--- src/rtl/c_wrr_arbiter.sv ---
// Weighted round-robin arbiter with strict priority levels and packet-hold locking.
// Grants are combinational from requests and registered pointer/count/lock state.
module c_wrr_arbiter #(
  parameter int unsigned num_ports      = 4,
  parameter int unsigned num_priorities = 1,
  parameter int unsigned weight_width   = 4,
  parameter int unsigned hold_enable    = 1
) (
  input  logic                                  clk,
  input  logic                                  reset,
  input  logic                                  active,
  input  logic [0:num_priorities*num_ports-1]   req_pr,
  input  logic [0:num_ports*weight_width-1]     weights,
  input  logic                                  hold,
  input  logic                                  update,
  output logic [0:num_priorities*num_ports-1]   gnt_pr,
  output logic [0:num_ports-1]                  gnt,
  output logic                                  locked
);

  localparam int unsigned ptr_width = (num_ports > 1) ? $clog2(num_ports) : 1;
  localparam logic        hold_en   = 1'(hold_enable != 0);

  logic [ptr_width-1:0]    ptr;
  logic [ptr_width-1:0]    lock_port;
  logic [ptr_width-1:0]    win;
  logic [weight_width-1:0] cnt;
  logic [weight_width-1:0] wt_sel;
  logic [weight_width-1:0] eff_wt;
  logic [weight_width-1:0] c_next;
  logic                    any_gnt;

  // Grant selection: lock override first, else highest level with a cyclic search from ptr.
  always_comb begin
    logic found;
    gnt_pr = '0;
    win    = '0;
    found  = 1'b0;
    if (locked) begin
      for (int p = 0; p < int'(num_priorities); p++) begin
        for (int i = 0; i < int'(num_ports); i++) begin
          if (!found && i == int'(lock_port) && req_pr[p*num_ports + i]) begin
            found                  = 1'b1;
            gnt_pr[p*num_ports + i] = 1'b1;
            win                    = ptr_width'(i);
          end
        end
      end
    end
    for (int p = 0; p < int'(num_priorities); p++) begin
      if (!found && req_pr[p*num_ports +: num_ports] != '0) begin
        // First pass covers ptr..end, second pass wraps around to the ports below ptr.
        for (int i = 0; i < int'(num_ports); i++) begin
          if (!found && i >= int'(ptr) && req_pr[p*num_ports + i]) begin
            found                  = 1'b1;
            gnt_pr[p*num_ports + i] = 1'b1;
            win                    = ptr_width'(i);
          end
        end
        for (int i = 0; i < int'(num_ports); i++) begin
          if (!found && req_pr[p*num_ports + i]) begin
            found                  = 1'b1;
            gnt_pr[p*num_ports + i] = 1'b1;
            win                    = ptr_width'(i);
          end
        end
      end
    end
  end

  // Collapse levels into a per-port grant.
  always_comb begin
    gnt = '0;
    for (int p = 0; p < int'(num_priorities); p++) begin
      gnt = gnt | gnt_pr[p*num_ports +: num_ports];
    end
  end

  assign any_gnt = |gnt;

  // Weight rule inputs for the granted port; a zero weight behaves as one.
  always_comb begin
    wt_sel = '0;
    for (int i = 0; i < int'(num_ports); i++) begin
      if (i == int'(win)) begin
        wt_sel = weights[i*weight_width +: weight_width];
      end
    end
    eff_wt = (wt_sel == '0) ? weight_width'(1) : wt_sel;
    c_next = ((win == ptr) ? cnt : '0) + weight_width'(1);
  end

  always_ff @(posedge clk) begin
    if (!reset) begin
      ptr       <= '0;
      cnt       <= '0;
      locked    <= 1'b0;
      lock_port <= '0;
    end else if (active && update && any_gnt) begin
      if (hold && hold_en) begin
        locked    <= 1'b1;
        lock_port <= win;
      end else begin
        locked <= 1'b0;
        if (c_next >= eff_wt) begin
          ptr <= (win == ptr_width'(num_ports - 1)) ? '0 : win + ptr_width'(1);
          cnt <= '0;
        end else begin
          ptr <= win;
          cnt <= c_next;
        end
      end
    end
  end

endmodule

--- config.mk ---
export PLATFORM = sky130hd
export DESIGN_NAME = c_wrr_arbiter
export DESIGN_NICKNAME = d
export VERILOG_FILES = /design/src/rtl/c_wrr_arbiter.sv
export SDC_FILE = /design/constraint.sdc
export NUM_CORES = 1
export LEC_CHECK = 0
export CAP_MARGIN = 20
export CELL_PAD_IN_SITES_DETAIL_PLACEMENT = 0
export CELL_PAD_IN_SITES_GLOBAL_PLACEMENT = 1
export CORE_UTILIZATION = 34
export DETAILED_ROUTE_END_ITERATION = 10
export HOLD_SLACK_MARGIN = 0.06
export PLACE_DENSITY_LB_ADDON = 0.1
export SLEW_MARGIN = 20
export SYNTH_ARGS = -nofsm -noshare
export SYNTH_HDL_FRONTEND = slang
export SYNTH_SLANG_ARGS = --single-unit
--- constraint.sdc ---
create_clock -name clk -period 6.13 [get_ports clk]
set_input_delay 0.9195 -clock clk [delete_from_list [all_inputs] [get_ports clk]]
set_output_delay 0.9195 -clock clk [all_outputs]
set_load 0.03 [all_outputs]
# Yosys cells after proc, flatten, opt, wreduce, memory -nomap -nowiden
# Cells that the tools add are included.
[totals] output_inout_bits=9 regBits=9
[classes] n_lt_le_gt_ge=4 n_mux=58 bitwise=1 n_eq_ne=8 add_sub_neg=2 n_reduce_logical=39
[ops] cell="$mux 4" count=9
[ops] cell="$mux 1" count=35
[ops] cell="$mux 2" count=14
[ops] cell="$logic_and 1x1->1" count=21
[ops] cell="$logic_not 1->1" count=11
[ops] cell="$eq 2x2->1 const A" count=4
[ops] cell="$add 4x1->4 const B" count=1
[ops] cell="$eq 1x2->1 const A" count=2
[ops] cell="$ge 1x2->1 const A" count=2
[ops] cell="$ge 4x4->1" count=1
[ops] cell="$logic_not 2->1" count=2
[ops] cell="$logic_not 4->1" count=1
[ops] cell="$reduce_and 2->1" count=2
[ops] cell="$reduce_bool 4->1" count=1
[ops] cell="$reduce_or 4->1" count=1
[ops] cell="$add 2x1->2 const B" count=1
[ops] cell="$eq 2x2->1" count=1
[ops] cell="$eq 2x2->1 const B" count=1
[ops] cell="$ge 2x2->1 const A" count=1
[ops] cell="$not 1->1" count=1

# Depth between registers and ports, before layout
[depth] depth_word=63 mapped_depth=24

# Worst setup path before layout
# No wires, ideal clock.
[synth_timing] kind="input to register" start="input port req_pr[0] (netlist name)" end="register ptr[1]" arrival_time_ns=4.617 stages=24 path_slack_ns=1.443 t_required_ns=6.060 setup_time_ns=0.070 path_cell_list="buf_2 and3b_1 a31oi_1 a21oi_1 a211o_1 and2_2 buf_2 inv_1 ha_1 nand3b_1 a21oi_1 a21oi_1 nor2_1 a21oi_1 nand3_1 o211ai_1 ha_1 nand2b_1 a21o_1 a21o_1 a21oi_1 nor2_1 a211o_1 a21oi_1"
[synth_via] elab_chain_cells=62
[synth_rtl] element="start, declared" line_no="12" source="input logic [0:num_priorities*num_ports-1] req_pr,"
[synth_rtl] element="$logic_and 1x1->1" line_no="42" source="if (!found && i == int'(lock_port) && req_pr[p*num_ports + i]) begin"
[synth_rtl] element="$mux 1" line_no="42"
[synth_rtl] element="$mux 1" line_no="39" source="if (locked) begin"
[synth_rtl] element="$logic_not 1->1" line_no="42"
[synth_rtl] element="$logic_and 1x1->1 (2 in a row)" line_no="42"
[synth_rtl] element="$mux 1" line_no="42"
[synth_rtl] element="$mux 1" line_no="39"
[synth_rtl] element="$logic_not 1->1" line_no="42"
[synth_rtl] element="(+43 left out)"
[synth_rtl] element="$mux 2 (*)" line_no="51" source="if (!found && req_pr[p*num_ports +: num_ports] != '0) begin"
[synth_rtl] element="net win[0]" line_no="26" source="logic [ptr_width-1:0] win;"
[synth_rtl] element="$logic_not 2->1" line_no="85" source="if (i == int'(win)) begin"
[synth_rtl] element="$mux 4 (4 in a row)" line_no="85"
[synth_rtl] element="$logic_not 4->1" line_no="89" source="eff_wt = (wt_sel == '0) ? weight_width'(1) : wt_sel;"
[synth_rtl] element="$mux 4" line_no="89"
[synth_rtl] element="$ge 4x4->1" line_no="105" source="if (c_next >= eff_wt) begin"
[synth_rtl] element="$mux 2 (*)" line_no="105"
[synth_rtl] element="end signal, assigned" line_no="106" source="ptr <= (win == ptr_width'(num_ports - 1)) ? '0 : win + ptr_width'(1);"
[synth_rtl] element="end signal, assigned" line_no="109" source="ptr <= win;"
[synth_rtl] element="end, declared" line_no="24" source="logic [ptr_width-1:0] ptr;"
# Mark *: on every way through the listed nets, which the timed path passes. The rest lies on a longest branch. The select of a mux whose other input is x is not followed.
# A chain may end at the register's enable or synchronous reset.

# Worst setup path in the final report
[layout_timing] start="input port req_pr[1] (netlist name)" end="register ptr[1]"
[layout_via] elab_chain_cells=57
[layout_rtl] element="$logic_and 1x1->1" line_no="42"
[layout_rtl] element="$mux 1" line_no="42"
[layout_rtl] element="$mux 1" line_no="39"
[layout_rtl] element="$logic_not 1->1" line_no="42"
[layout_rtl] element="$logic_and 1x1->1 (2 in a row)" line_no="42"
[layout_rtl] element="$mux 1" line_no="42"
[layout_rtl] element="$mux 1" line_no="39"
[layout_rtl] element="$logic_not 1->1" line_no="42"
[layout_rtl] element="(+38 left out)"
[layout_rtl] element="$mux 2 (*)" line_no="51"
[layout_rtl] element="net win[1]" line_no="26"
[layout_rtl] element="$logic_not 2->1" line_no="85"
[layout_rtl] element="$mux 4 (4 in a row)" line_no="85"
[layout_rtl] element="$logic_not 4->1" line_no="89"
[layout_rtl] element="$mux 4" line_no="89"
[layout_rtl] element="$ge 4x4->1" line_no="105"
[layout_rtl] element="$mux 2 (*)" line_no="105"
# Marked as above.

==> results_dict.tcl <==
set metrics [dict create \
    drive_gt1_share_pct 7.65 \
    cts_root_buf "clkbuf_8" \
    holdBufCountCts 0 \
    max_freq_mhz 191 \
    core-area_um2 3440 \
    post_cts_buffers 0 \
    ant_nets 0 \
    ys.flop_type "dfxtp_1" \
    tightest_slew_ns 0.466 \
    status "completed" \
    critical_path_required_ns 6.30 \
    vdd_drop_max_mv 0.0941 \
    syn-cell-area_um2 1260 \
    routed-via-count 1302 \
    synth-seq-cells 9 \
    crit_end "ptr[1]$_SDFFE_PN0P_" \
    tritoncts "built" \
    layout_common_cells "clkdlybuf4s50_1 (33), a21oi_1 (20), nor2_1 (17), nand2_1 (14)" \
    diodes 0 \
    worstPathMaxFanout 10 \
    cts_buffers 3 \
    postLayoutCellArea_um2 1590 \
    die_x_um 63.0 \
    grt_pass1_wl_um 5600 \
    syn_nets 208 \
    synthArstFlopShare_pct 0 \
    start_util_pct 36.7 \
    io_buffer_count 33 \
    drt_iter0_drc 84 \
    die_h_um 63.0 \
    synth_cell_type_count 52 \
    area_growth_pct 25.5 \
    antenna_found_initial 0 \
    track_usage_pct 17.2 \
    seq_area_frac_synth_pct 14.3 \
    relSlewSlack_pct 68.9 \
    final_common_cell "clkdlybuf4s50_1" \
    fin_nets 231 \
    routedWlPerCell_um 13.4 \
    finalPower_w 0.000261 \
    arrival_ns 5.40 \
    dieArea_um2 3960 \
    cts_max_level 1 \
    placed_area_um2 1540 \
    hp-class "flop to flop" \
    dr.pass1.iters 4 \
    grt-ovfl-total 0 \
    num_io_pins 34 \
    clk_pin_slew_ns 0.05 \
    rows 21 \
    gp_congestion 0.819 \
    clk-insertion-delay-late_ns 0.23 \
    synth_warnings 0 \
    synth_edf_count 0 \
    drv_cap 0 \
    worst-setup-path-type "input pin to flop" \
    whs_ns 0.489 \
    power_density_nw_per_um2 164 \
    rr_startpoint "lock_port[0]$_SDFFE_PN0P_" \
    grt_max_degree 17 \
    synth.avg_cell_area_um2 7.26 \
    cts.sinks 9 \
    r2r_setup_slack_ns 1.65 \
    syn_inst 174 \
    leakagePower_nw 0.598 \
    fin_worst_skew_ns 0.00271 \
    cp-start-kind "input pin" \
    finalSetupTns_ns 0 \
    grt_pass1_vias 1221 \
    setup.worst_path.start "req_pr[1]" \
    vias_per_cell 5.38 \
    post-route-period-util_pct 85.4 \
    report.final.slew_viol_count 0 \
    reg2reg_depth 23 \
    hold_viol 0 \
    end_kind "flop" \
    r2r-end "ptr[1]$_SDFFE_PN0P_" \
    post-route-min-period_ns 5.24 \
    clockBufferDepth 2 \
    cts_resized 0 \
    setup_violations 0 \
    routed_wl_um 3240 \
    drc_errors 0 \
    dp_hpwl_um 2580 \
    rsz0062_at_grt "no" \
]
-- registers in the layout (all words and copies together) (netlist names) --
name	count
lock_port	2
locked	1
cnt	4
ptr	2
-- per-stage QoR --
step | std cells | worst slack (ns) | utilization, %
2_1_floorplan | 174 | 1.44 | -
3_3_place_gp | 238 | 0.825 | 44.8
3_5_place_dp | 238 | 0.689 | 44.8
4_1_cts | 242 | 0.909 | 46.1
5_1_grt | 242 | 0.442 | 46.1
6_report | 242 | 0.892 | 46.1
-- metal layers --
metal  global-route usage, %  part of all wire [%]
met1                    24.6                    51
met2                    27.6                    46
met3                    3.28                   3.0
met4                    1.16                     0
met5                       0                     0
-- cell type report --
class	count	area, µm²
multi-input combinational	143	943
fill	378	1860
inverter	6	22.5
timing repair buffer	34	338
clock buffer	4	45.0
sequential	9	180
tap	46	57.6
-- worst min-delay path by stage --
stage | from | endpoint | cells after the start
2_1_floorplan | cnt[1]$_SDFFE_PN0P_ | cnt[1]$_SDFFE_PN0P_ | 2
3_5_place_dp | cnt[1]$_SDFFE_PN0P_ | cnt[1]$_SDFFE_PN0P_ | 2
3_3_place_gp | cnt[1]$_SDFFE_PN0P_ | cnt[1]$_SDFFE_PN0P_ | 2
5_1_grt | cnt[1]$_SDFFE_PN0P_ | cnt[1]$_SDFFE_PN0P_ | 2
6_report | cnt[1]$_SDFFE_PN0P_ | cnt[1]$_SDFFE_PN0P_ | 2
4_1_cts | cnt[1]$_SDFFE_PN0P_ | cnt[1]$_SDFFE_PN0P_ | 2
-- critical path, stage by stage --
cell,delay [ns]
clkdlybuf4s50_1,0.74
nor2b_1,0.11
a21boi_1,0.15
o32ai_1,0.41
o21ai_0,0.27
inv_1,0.19
ha_1,0.30
nand3b_1,0.16
a21oi_1,0.08
a21oi_1,0.14
nor2_1,0.05
a21oi_1,0.17
nand3_1,0.10
o211ai_1,0.11
ha_1,0.26
nand2b_1,0.14
a21o_1,0.17
a21o_1,0.17
a21oi_1,0.13
buf_4,0.18
nor2_1,0.05
a211o_1,0.27
a21oi_1,0.13
-- report_power, final --
group	switching, W	total, W	internal (W)
clock network	0.0000247	0.0000702	0.0000454
registers	0.00000471	0.0000657	0.0000610
logic	0.0000661	0.000125	0.0000586
total	0.0000955	0.000261	0.000165
-- synthesized netlist by cell type (3+ instances only) --
| cell type | count | area [µm²] |
|---|---|---|
| a21o_1 | 3 | 22.5 |
| a21oi_1 | 20 | 100 |
| buf_2 | 4 | 20.0 |
| buf_4 | 4 | 30.0 |
| buf_6 | 5 | 56.3 |
| dfxtp_1 | 9 | 180 |
| ha_1 | 9 | 113 |
| inv_1 | 6 | 22.5 |
| nand2_1 | 14 | 52.6 |
| nand2b_1 | 3 | 18.8 |
| nand3_1 | 9 | 45.0 |
| nand3b_1 | 4 | 30.0 |
| nor2_1 | 17 | 63.8 |
| nor2b_1 | 6 | 37.5 |
| o211ai_1 | 7 | 52.6 |
| o21a_1 | 3 | 22.5 |
| o21ai_0 | 6 | 30.0 |
-- cell families (layout without fill, tap and decap cells) --
family / Yosys count / after routing / synth area share [%]
and+or+nand+nor: 71 / 71 / 30.6
AOI/OAI and AO/OA: 57 / 57 / 29.6
buffers and inverters: 22 / 44 / 11.1
adders and majority gates: 9 / 9 / 8.91
DFF: 9 / 9 / 14.3
xor gates and xnor gates: 3 / 3 / 2.08
muxes: 3 / 3 / 3.47
Power figures use the tool's default switching activity.
